[src/rtl/fp_mult_pipe_if.sv]
// Handshake and data bundle for fp_mult_pipe: operand side (in_*/a/b/rnd/tag_in)
// and result side (out_*/ovf/tag_out). The DUT uses the slave view.
interface fp_mult_pipe_if #(
  parameter int fp_width = 16,
  parameter int TAG_W    = 2
);
  logic                in_valid;
  logic                in_ready;
  logic [fp_width-1:0] a;
  logic [fp_width-1:0] b;
  logic                rnd;
  logic [TAG_W-1:0]    tag_in;
  logic                out_valid;
  logic                out_ready;
  logic [fp_width-1:0] out;
  logic                ovf;
  logic [TAG_W-1:0]    tag_out;

  modport slave (
    input  in_valid, a, b, rnd, tag_in, out_ready,
    output in_ready, out_valid, out, ovf, tag_out
  );

  modport master (
    output in_valid, a, b, rnd, tag_in, out_ready,
    input  in_ready, out_valid, out, ovf, tag_out
  );
endinterface

[src/rtl/fp_mult_pipe.sv]
// Pipelined signed fixed-point multiplier with valid/ready flow control, floor or
// round-half-up rounding, overflow flag and tag pass-through. `FP_MULT_SAT_EN clamps on overflow.
module fp_mult_pipe #(
  parameter int fp_width = 16,
  parameter int fp_frac  = 8,
  parameter int STAGES   = 3,
  parameter int TAG_W    = 2
) (
  input  logic          clk,
  input  logic          reset,
  fp_mult_pipe_if.slave bus
);

  localparam int PW = 2 * fp_width;
  localparam logic [PW:0] HALF = (PW+1)'(2 ** (fp_frac - 1));

  logic                 w_adv;
  logic                 w_accept;
  logic signed [PW-1:0] w_a_ext;
  logic signed [PW-1:0] w_b_ext;
  logic signed [PW-1:0] w_prod;

  logic                 w_src_valid;
  logic signed [PW-1:0] w_src_p;
  logic                 w_src_rnd;
  logic [TAG_W-1:0]     w_src_tag;

  logic [PW:0]          w_half;
  logic signed [PW:0]   w_sum;
  logic signed [PW:0]   w_r;
  logic [PW-fp_width+1:0] w_hi;
  logic                 w_ovf;
  logic [fp_width-1:0]  w_res;

  logic                 r_out_valid;
  logic [fp_width-1:0]  r_out;
  logic                 r_ovf;
  logic [TAG_W-1:0]     r_tag_out;

  assign w_adv    = !r_out_valid || bus.out_ready;
  assign w_accept = bus.in_valid && w_adv;

  assign w_a_ext = PW'($signed(bus.a));
  assign w_b_ext = PW'($signed(bus.b));
  assign w_prod  = w_a_ext * w_b_ext;

  // Product is registered in the first stage; rounding and range check sit in
  // front of the output register, so earlier stages only carry the full product.
  generate
    if (STAGES == 1) begin : g_direct
      assign w_src_valid = w_accept;
      assign w_src_p     = w_prod;
      assign w_src_rnd   = bus.rnd;
      assign w_src_tag   = bus.tag_in;
    end else begin : g_mid
      localparam int unsigned MID = STAGES - 1;

      logic                 r_mv [MID];
      logic signed [PW-1:0] r_mp [MID];
      logic                 r_mr [MID];
      logic [TAG_W-1:0]     r_mt [MID];

      always_ff @(posedge clk) begin
        if (reset) begin
          for (int unsigned i = 0; i < MID; i++) begin
            r_mv[i] <= 1'b0;
            r_mp[i] <= '0;
            r_mr[i] <= 1'b0;
            r_mt[i] <= '0;
          end
        end else if (w_adv) begin
          r_mv[0] <= w_accept;
          r_mp[0] <= w_prod;
          r_mr[0] <= bus.rnd;
          r_mt[0] <= bus.tag_in;
          for (int unsigned i = 1; i < MID; i++) begin
            r_mv[i] <= r_mv[i-1];
            r_mp[i] <= r_mp[i-1];
            r_mr[i] <= r_mr[i-1];
            r_mt[i] <= r_mt[i-1];
          end
        end
      end

      assign w_src_valid = r_mv[MID-1];
      assign w_src_p     = r_mp[MID-1];
      assign w_src_rnd   = r_mr[MID-1];
      assign w_src_tag   = r_mt[MID-1];
    end
  endgenerate

  // One guard bit keeps P + half from wrapping when P is the most positive product.
  assign w_half = w_src_rnd ? HALF : '0;
  assign w_sum  = {w_src_p[PW-1], w_src_p} + w_half;
  assign w_r    = w_sum >>> fp_frac;

  // Fits iff every bit from the result sign upward matches it.
  assign w_hi  = w_r[PW:fp_width-1];
  assign w_ovf = !((&w_hi) || !(|w_hi));

`ifdef FP_MULT_SAT_EN
  localparam logic [fp_width-1:0] SAT_MAX = {1'b0, {(fp_width-1){1'b1}}};
  localparam logic [fp_width-1:0] SAT_MIN = {1'b1, {(fp_width-1){1'b0}}};

  always_comb begin
    w_res = w_r[fp_width-1:0];
    if (w_ovf) begin
      w_res = w_r[PW] ? SAT_MIN : SAT_MAX;
    end
  end
`else
  assign w_res = w_r[fp_width-1:0];
`endif

  always_ff @(posedge clk) begin
    if (reset) begin
      r_out_valid <= 1'b0;
      r_out       <= '0;
      r_ovf       <= 1'b0;
      r_tag_out   <= '0;
    end else if (w_adv) begin
      r_out_valid <= w_src_valid;
      if (w_src_valid) begin
        r_out     <= w_res;
        r_ovf     <= w_ovf;
        r_tag_out <= w_src_tag;
      end
    end
  end

  assign bus.in_ready  = w_adv;
  assign bus.out_valid = r_out_valid;
  assign bus.out       = r_out;
  assign bus.ovf       = r_ovf;
  assign bus.tag_out   = r_tag_out;

endmodule

[src/flat_wrapper.sv]
// flat-port wrapper written by rule: the top's interface ports become plain ports
module fp_mult_pipe_flat 
#(
  parameter int fp_width = 16,
  parameter int fp_frac  = 8,
  parameter int STAGES   = 3,
  parameter int TAG_W    = 2
)
  (clk, reset, bus_in_valid, bus_a, bus_b, bus_rnd, bus_tag_in, bus_out_ready, bus_in_ready, bus_out_valid, bus_out, bus_ovf, bus_tag_out);
  fp_mult_pipe_if #(.fp_width(fp_width), .TAG_W(TAG_W)) bus_i ();
  input  logic clk;
  input  logic reset;
  input wire logic [$bits(bus_i.in_valid)-1:0] bus_in_valid;
  input wire logic [$bits(bus_i.a)-1:0] bus_a;
  input wire logic [$bits(bus_i.b)-1:0] bus_b;
  input wire logic [$bits(bus_i.rnd)-1:0] bus_rnd;
  input wire logic [$bits(bus_i.tag_in)-1:0] bus_tag_in;
  input wire logic [$bits(bus_i.out_ready)-1:0] bus_out_ready;
  output wire logic [$bits(bus_i.in_ready)-1:0] bus_in_ready;
  output wire logic [$bits(bus_i.out_valid)-1:0] bus_out_valid;
  output wire logic [$bits(bus_i.out)-1:0] bus_out;
  output wire logic [$bits(bus_i.ovf)-1:0] bus_ovf;
  output wire logic [$bits(bus_i.tag_out)-1:0] bus_tag_out;
  assign bus_i.in_valid = bus_in_valid;
  assign bus_i.a = bus_a;
  assign bus_i.b = bus_b;
  assign bus_i.rnd = bus_rnd;
  assign bus_i.tag_in = bus_tag_in;
  assign bus_i.out_ready = bus_out_ready;
  assign bus_in_ready = bus_i.in_ready;
  assign bus_out_valid = bus_i.out_valid;
  assign bus_out = bus_i.out;
  assign bus_ovf = bus_i.ovf;
  assign bus_tag_out = bus_i.tag_out;
  fp_mult_pipe #(.fp_width(fp_width), .fp_frac(fp_frac), .STAGES(STAGES), .TAG_W(TAG_W)) u_core (.clk(clk), .reset(reset), .bus(bus_i));
endmodule
[config.mk]
export PLATFORM = sky130hd
export DESIGN_NAME = fp_mult_pipe_flat
export DESIGN_NICKNAME = d
export VERILOG_FILES = /design/src/rtl/fp_mult_pipe_if.sv /design/src/rtl/fp_mult_pipe.sv /design/src/flat_wrapper.sv
export SDC_FILE = /design/constraint.sdc
export NUM_CORES = 1
export LEC_CHECK = 0
export ABC_AREA = 1
export CORE_MARGIN = 2
export CORE_UTILIZATION = 58
export DETAILED_ROUTE_END_ITERATION = 7
export PLACE_DENSITY = 0.84
export SLEW_MARGIN = 10
export SYNTH_ARGS = -nofsm -noshare
export SYNTH_HDL_FRONTEND = slang
export SYNTH_SLANG_ARGS = --single-unit
[constraint.sdc]
create_clock -name clk -period 6.9 [get_ports clk]
set_input_delay 1.035 -clock clk [delete_from_list [all_inputs] [get_ports clk]]
set_output_delay 1.035 -clock clk [all_outputs]
set_load 0.005 [all_outputs]
* Yosys cells after proc, flatten, opt, wreduce, memory -nomap -nowiden *
Memories as Yosys holds them, arrays and structs flattened. A register that Yosys moved wholly into a read port is not among the register bits.
Cells that the tools add are included.

word-level totals
  output and inout port bits = 21
  input port bits = 39
  bits in writable memories = 72
  logic and storage cells = 40
  memories = 4
  flip-flop bits (word level) = 18

memory list
  name               words  bits a word  rd ports  clocked after Yosys merged registers in  wr ports  line                source
  u_core.g_mid.r_mp  2      32           2         0                                        2         fp_mult_pipe.sv:59  logic signed [PW-1:0] r_mp [MID];
  u_core.g_mid.r_mt  2      2            2         1                                        2         fp_mult_pipe.sv:61  logic [TAG_W-1:0] r_mt [MID];
  u_core.g_mid.r_mr  2      1            2         0                                        2         fp_mult_pipe.sv:60  logic r_mr [MID];
  u_core.g_mid.r_mv  2      1            2         0                                        2         fp_mult_pipe.sv:58  logic r_mv [MID];

cells by class
  reduce and logical (&&, ||, !) cells = 9
  muxes and demuxes = 14
  bitwise logic cells = 8
  multiply operators = 1
  add/subtract/negate cells = 1

operators with widths
  kind                                            count
  32-bit 2-to-1 mux                               2
  33-bit adder                                    1
  16-bit by 16-bit multiplier with 32-bit output  1
  10-bit AND reduction                            1
  10-bit OR reduction                             1
  1-bit 2-to-1 mux                                9
  8-bit 2-to-1 mux                                1
  1-bit bitwise OR                                8
  2-bit 2-to-1 mux                                2
  1-bit zero test                                 3
  1-bit logical OR                                2
  2-bit AND reduction                             1
  1-bit logical AND                               1

* Depth between registers and ports, before layout *
An unclocked memory read counts as a cell.

  depth after elaboration = 7
  gate-level depth with buffers = 29
  depth with buffers taken out = 27

* Least setup slack after synthesis *
OpenSTA, ideal clock, no wires.

  path kind = in2reg
  from = input port bus_b[3]
  to = memory u_core.g_mid.r_mp[0][30] (netlist bit) (data pin)
  data required time = 6645 ps
  setup time = 255 ps
  cell stages on the path = 20
  arrival = 6189 ps
  setup slack = 457 ps
  cells stage by stage = clkbuf_1 -> clkbuf_1 -> nand2_1 -> inv_1 -> fa_1 -> fa_1 -> fa_1 -> fa_1 -> fa_1 -> inv_1 -> fa_1 -> inv_1 -> ha_1 -> nand2_1 -> nor2_1 -> inv_1 -> nor4_1 -> nand2_1 -> a21oi_1 -> nor2_1

RTL lines
  item             line                source
  start, declared  flat_wrapper.sv:15  input wire logic [$bits(bus_i.b)-1:0] bus_b;
  end, declared    fp_mult_pipe.sv:59

==> results by group <==
Drt
  • Initial DRC Count: 892
  • Via Count: about 11000
  • Routed Wire Length: 33900 µm
  • TritonRoute pass-1 iters: 5
  • Vias per inst: 5.16
  • WL/cell: 15.4 µm
  • DRC: 0
  • Remaining antenna violation count after routing: 0

GRT
  • Initial antenna violation count: 0
  • Vias in the first global route: approximately 12000
  • Global-route usage over all layers: 0.285
  • Overflow after GRT: 0
  • Largest net degree at the start of global routing: between 50 and 60
  • First-pass GRT wire length: 58200 µm

Min path
  • Worst hold path class: flop to flop

Cells and area
  • Layout fillers: between 1500 and 2000
  • Commonest non-fill, non-tap cells in the layout: 515 x inv_1, 380 x nand2_1, 261 x fa_1, 163 x nor2_1, 82 x buf_4
  • Area Growth Syn to Fin: 13.8%
  • Sequential cell area: between 0.002 and 0.0025 mm²
  • Commonest non-fill, non-tap cell in the layout: inv_1
  • Share of cells above drive strength 1: 0.0708
  • Area of the multi-input gates: roughly 0.0096 mm²
  • Antenna cells: 0
  • Nets@finish: ~2300

STA
  • Slew Limit Fails: 0
  • Final hold viol count: 0
  • RSZ-0062 raised after global routing: no
  • Setup violators final: 0
  • Period utilization: 0.960
  • Peak Freq: ~150 MHz
  • Setup ws final: 0.278 ns
  • Final min period: between 6 and 7 ns
  • Setup Skew: ~0.0070 ns
  • Slew headroom: 0.510
  • Worst-Margin Slew: 0.735 ns

Floorplanning
  • Die Y: 159 µm
  • Initial core utilization: 0.593
  • Core box area: 0.0235 mm²
  • Die ar.: 0.0253 mm²
  • Die Wd: about 160 µm
  • Rows: 56
  • Top Ports: 60

CTS
  • CTS H-tree depth: 3
  • CTS Buffer Depth: 2
  • Number of buffers created by CTS: 9
  • Clock latency on the worst-skew pair: ~0.33 ns
  • Clk Tree Root Cell: clkbuf_16
  • Clock-pin transition on the worst setup and hold timing paths: around 0.060 ns
  • # clock sinks: between 70 and 80
  • Setup repair bufs after CTS: 0
  • CTS tree: yes

Synth
  • Synthesized area per cell: between 7 and 8 µm²
  • FFs w/ async S/R, synth: 0
  • Synth top area share: 0.374
  • Cell area after synthesis: 0.0140 mm²
  • Seq cells post-synth: 78
  • Primary FF master, synth: edfxtp_1
  • Register area share after synthesis: 0.153
  • Synth area leader: fa_1
  • Post-Syn Nets: between 2000 and 2500
  • EDFF count, synth: 58
  • Synth cell types: 33
  • Syn Inst Count: 1774
  • Synth Warn #: 0
  • Top post-synthesis cells by area: fa_1 37%, inv_1 14%, edfxtp_1 12%

Place
  • IO Port Bufs: 59
  • HPWL after DPL: 29100 µm
  • DP Worst Slack: -0.0833 ns
  • Final GP Congestion: a little over 0.9

Job
  • Max Cap Viol: 0

Setup path
  • Critical Path RT: around 7.0 ns
  • CP max FO: 8
  • Crit path DAT: 6.71 ns
  • Crit Path Class: input pin to flop
  • CP Cell Sequence: clkdlybuf4s50_1, nand2_1, inv_1, fa_1, buf_4, fa_1, buf_4, fa_1, fa_1, fa_1, fa_1, ha_2, a21oi_1, nand2_1, nor2_1, o21ai_0, a31oi_1, nand2_1, nand2_1, nor2_1
  • Slowest cell on the critical path: clkdlybuf4s50_1
  • Critical Path Source Type: input pin
  • Crit end category: flop
  • Most frequent CP cell: fa_1
  • Crit-path max cell delay: between 0.7 and 0.8 ns

Status
  • Status: complete, no violations
==> worst max-delay path, delay by kind of cell <==
family | cells | cell delay [ns]
buffers and inverters | 4 | 1.19
and+or+nand+nor | 6 | 0.54
AOI/OAI and AO/OA | 3 | 0.56
adders and majority gates | 7 | 3.36
==> metal layers <==
| layer | vias up | global-route usage | part of all wire |
|---|---|---|---|
| li1 | 5310 | - | - |
| met2 | 403 | 0.493 | 0.49 |
| met4 | 0 | 0.107 | 0.037 |
| met5 | - | 0 | 0 |
| met1 | 5519 | 0.365 | 0.41 |
| met3 | 109 | 0.0425 | 0.057 |
==> state kept, by name, indices dropped and copies added, names as in the netlist <==
signal / count
u_core.g_mid.r_mp: 50
u_core.g_mid.r_mt: 4
u_core.bus.out_valid: 1
u_core.g_mid.r_mr: 2
u_core.bus.tag_out: 2
u_core.g_mid.r_mv: 2
u_core.bus.ovf: 1
u_core.bus.out: 16
==> worst paths after layout <==
path / endpoint / slack (ns) / start / cells after the start
worst max-delay path: u_core.g_mid.r_mp[0][25]$_SDFFCE_PN0P_ / 0.28 / bus_b[3] / 20
worst max register to register: u_core.bus.ovf$_SDFFE_PP0P_ / 4.27 / u_core.g_mid.r_mr[0][1]$_SDFFCE_PN0P_ / 13
worst min-delay path: u_core.bus.tag_out[0]$_SDFFE_PP0P_ / 0.48 / u_core.g_mid.r_mt[1][0]$_SDFFCE_PN0P_ / 2
worst min register to register: u_core.bus.tag_out[0]$_SDFFE_PP0P_ / 0.48 / u_core.g_mid.r_mt[1][0]$_SDFFCE_PN0P_ / 2
==> synth_stat cells, types with 3 or more instances <==
library cell and n:
o21a_1 6, a21o_1 8, o21ai_0 48, nand3_1 36
a21oi_1 54, inv_1 515, clkbuf_1 62, o21bai_1 5
nand2_1 381, buf_2 3, ha_1 80, nor3_1 8
xnor2_1 13, fa_1 261, xor2_1 14, or2_2 3
nand4_1 6, nor2_2 3, edfxtp_1 58, inv_2 3
nand2_2 5, a31oi_1 7, nor2_1 163, dfxtp_1 20
==> cell type report <==
cell class / instances / share of cell area
multi-input cells: 1112 / 0.607
flip-flops and latches: 78 / 0.135
inverters: 518 / 0.122
repair buffers: 154 / 0.0920
well taps: 319 / 0.0251
clock buffers: 12 / 0.0175
clock inverters: 4 / 0.00173
==> cell families after synthesis <==
group	count (synthesis)	share of synthesized area
fa+ha+maj	341	0.446
compound gates	133	0.0536
flops	78	0.153
simple gates	611	0.173
buf+inv	584	0.157
xor+xnor	27	0.0169
==> what timing repair did <==
item	4_1_cts	5_1_grt
hold endpoints to repair	0	0
gates resized for setup	0	9
hold buffers	0	0
setup endpoints to repair	0	9
==> through the flow <==
step	area, µm²	util	setup TNS [ns]	cells	hold WS, ns
after floorplan	14000	-	0	1774	0.447
after global placement	15600	0.661	-0.0547	2181	0.459
after detailed placement	15600	0.661	-0.351	2181	0.467
after CTS	15900	0.674	0	2197	0.485
after global routing	15900	0.675	0	2197	0.495
final	15900	0.675	0	2197	0.481
Power is left out: the tool's default activity adds up to more than one toggle a clock period on the data nets, which glitch-free logic cannot reach.
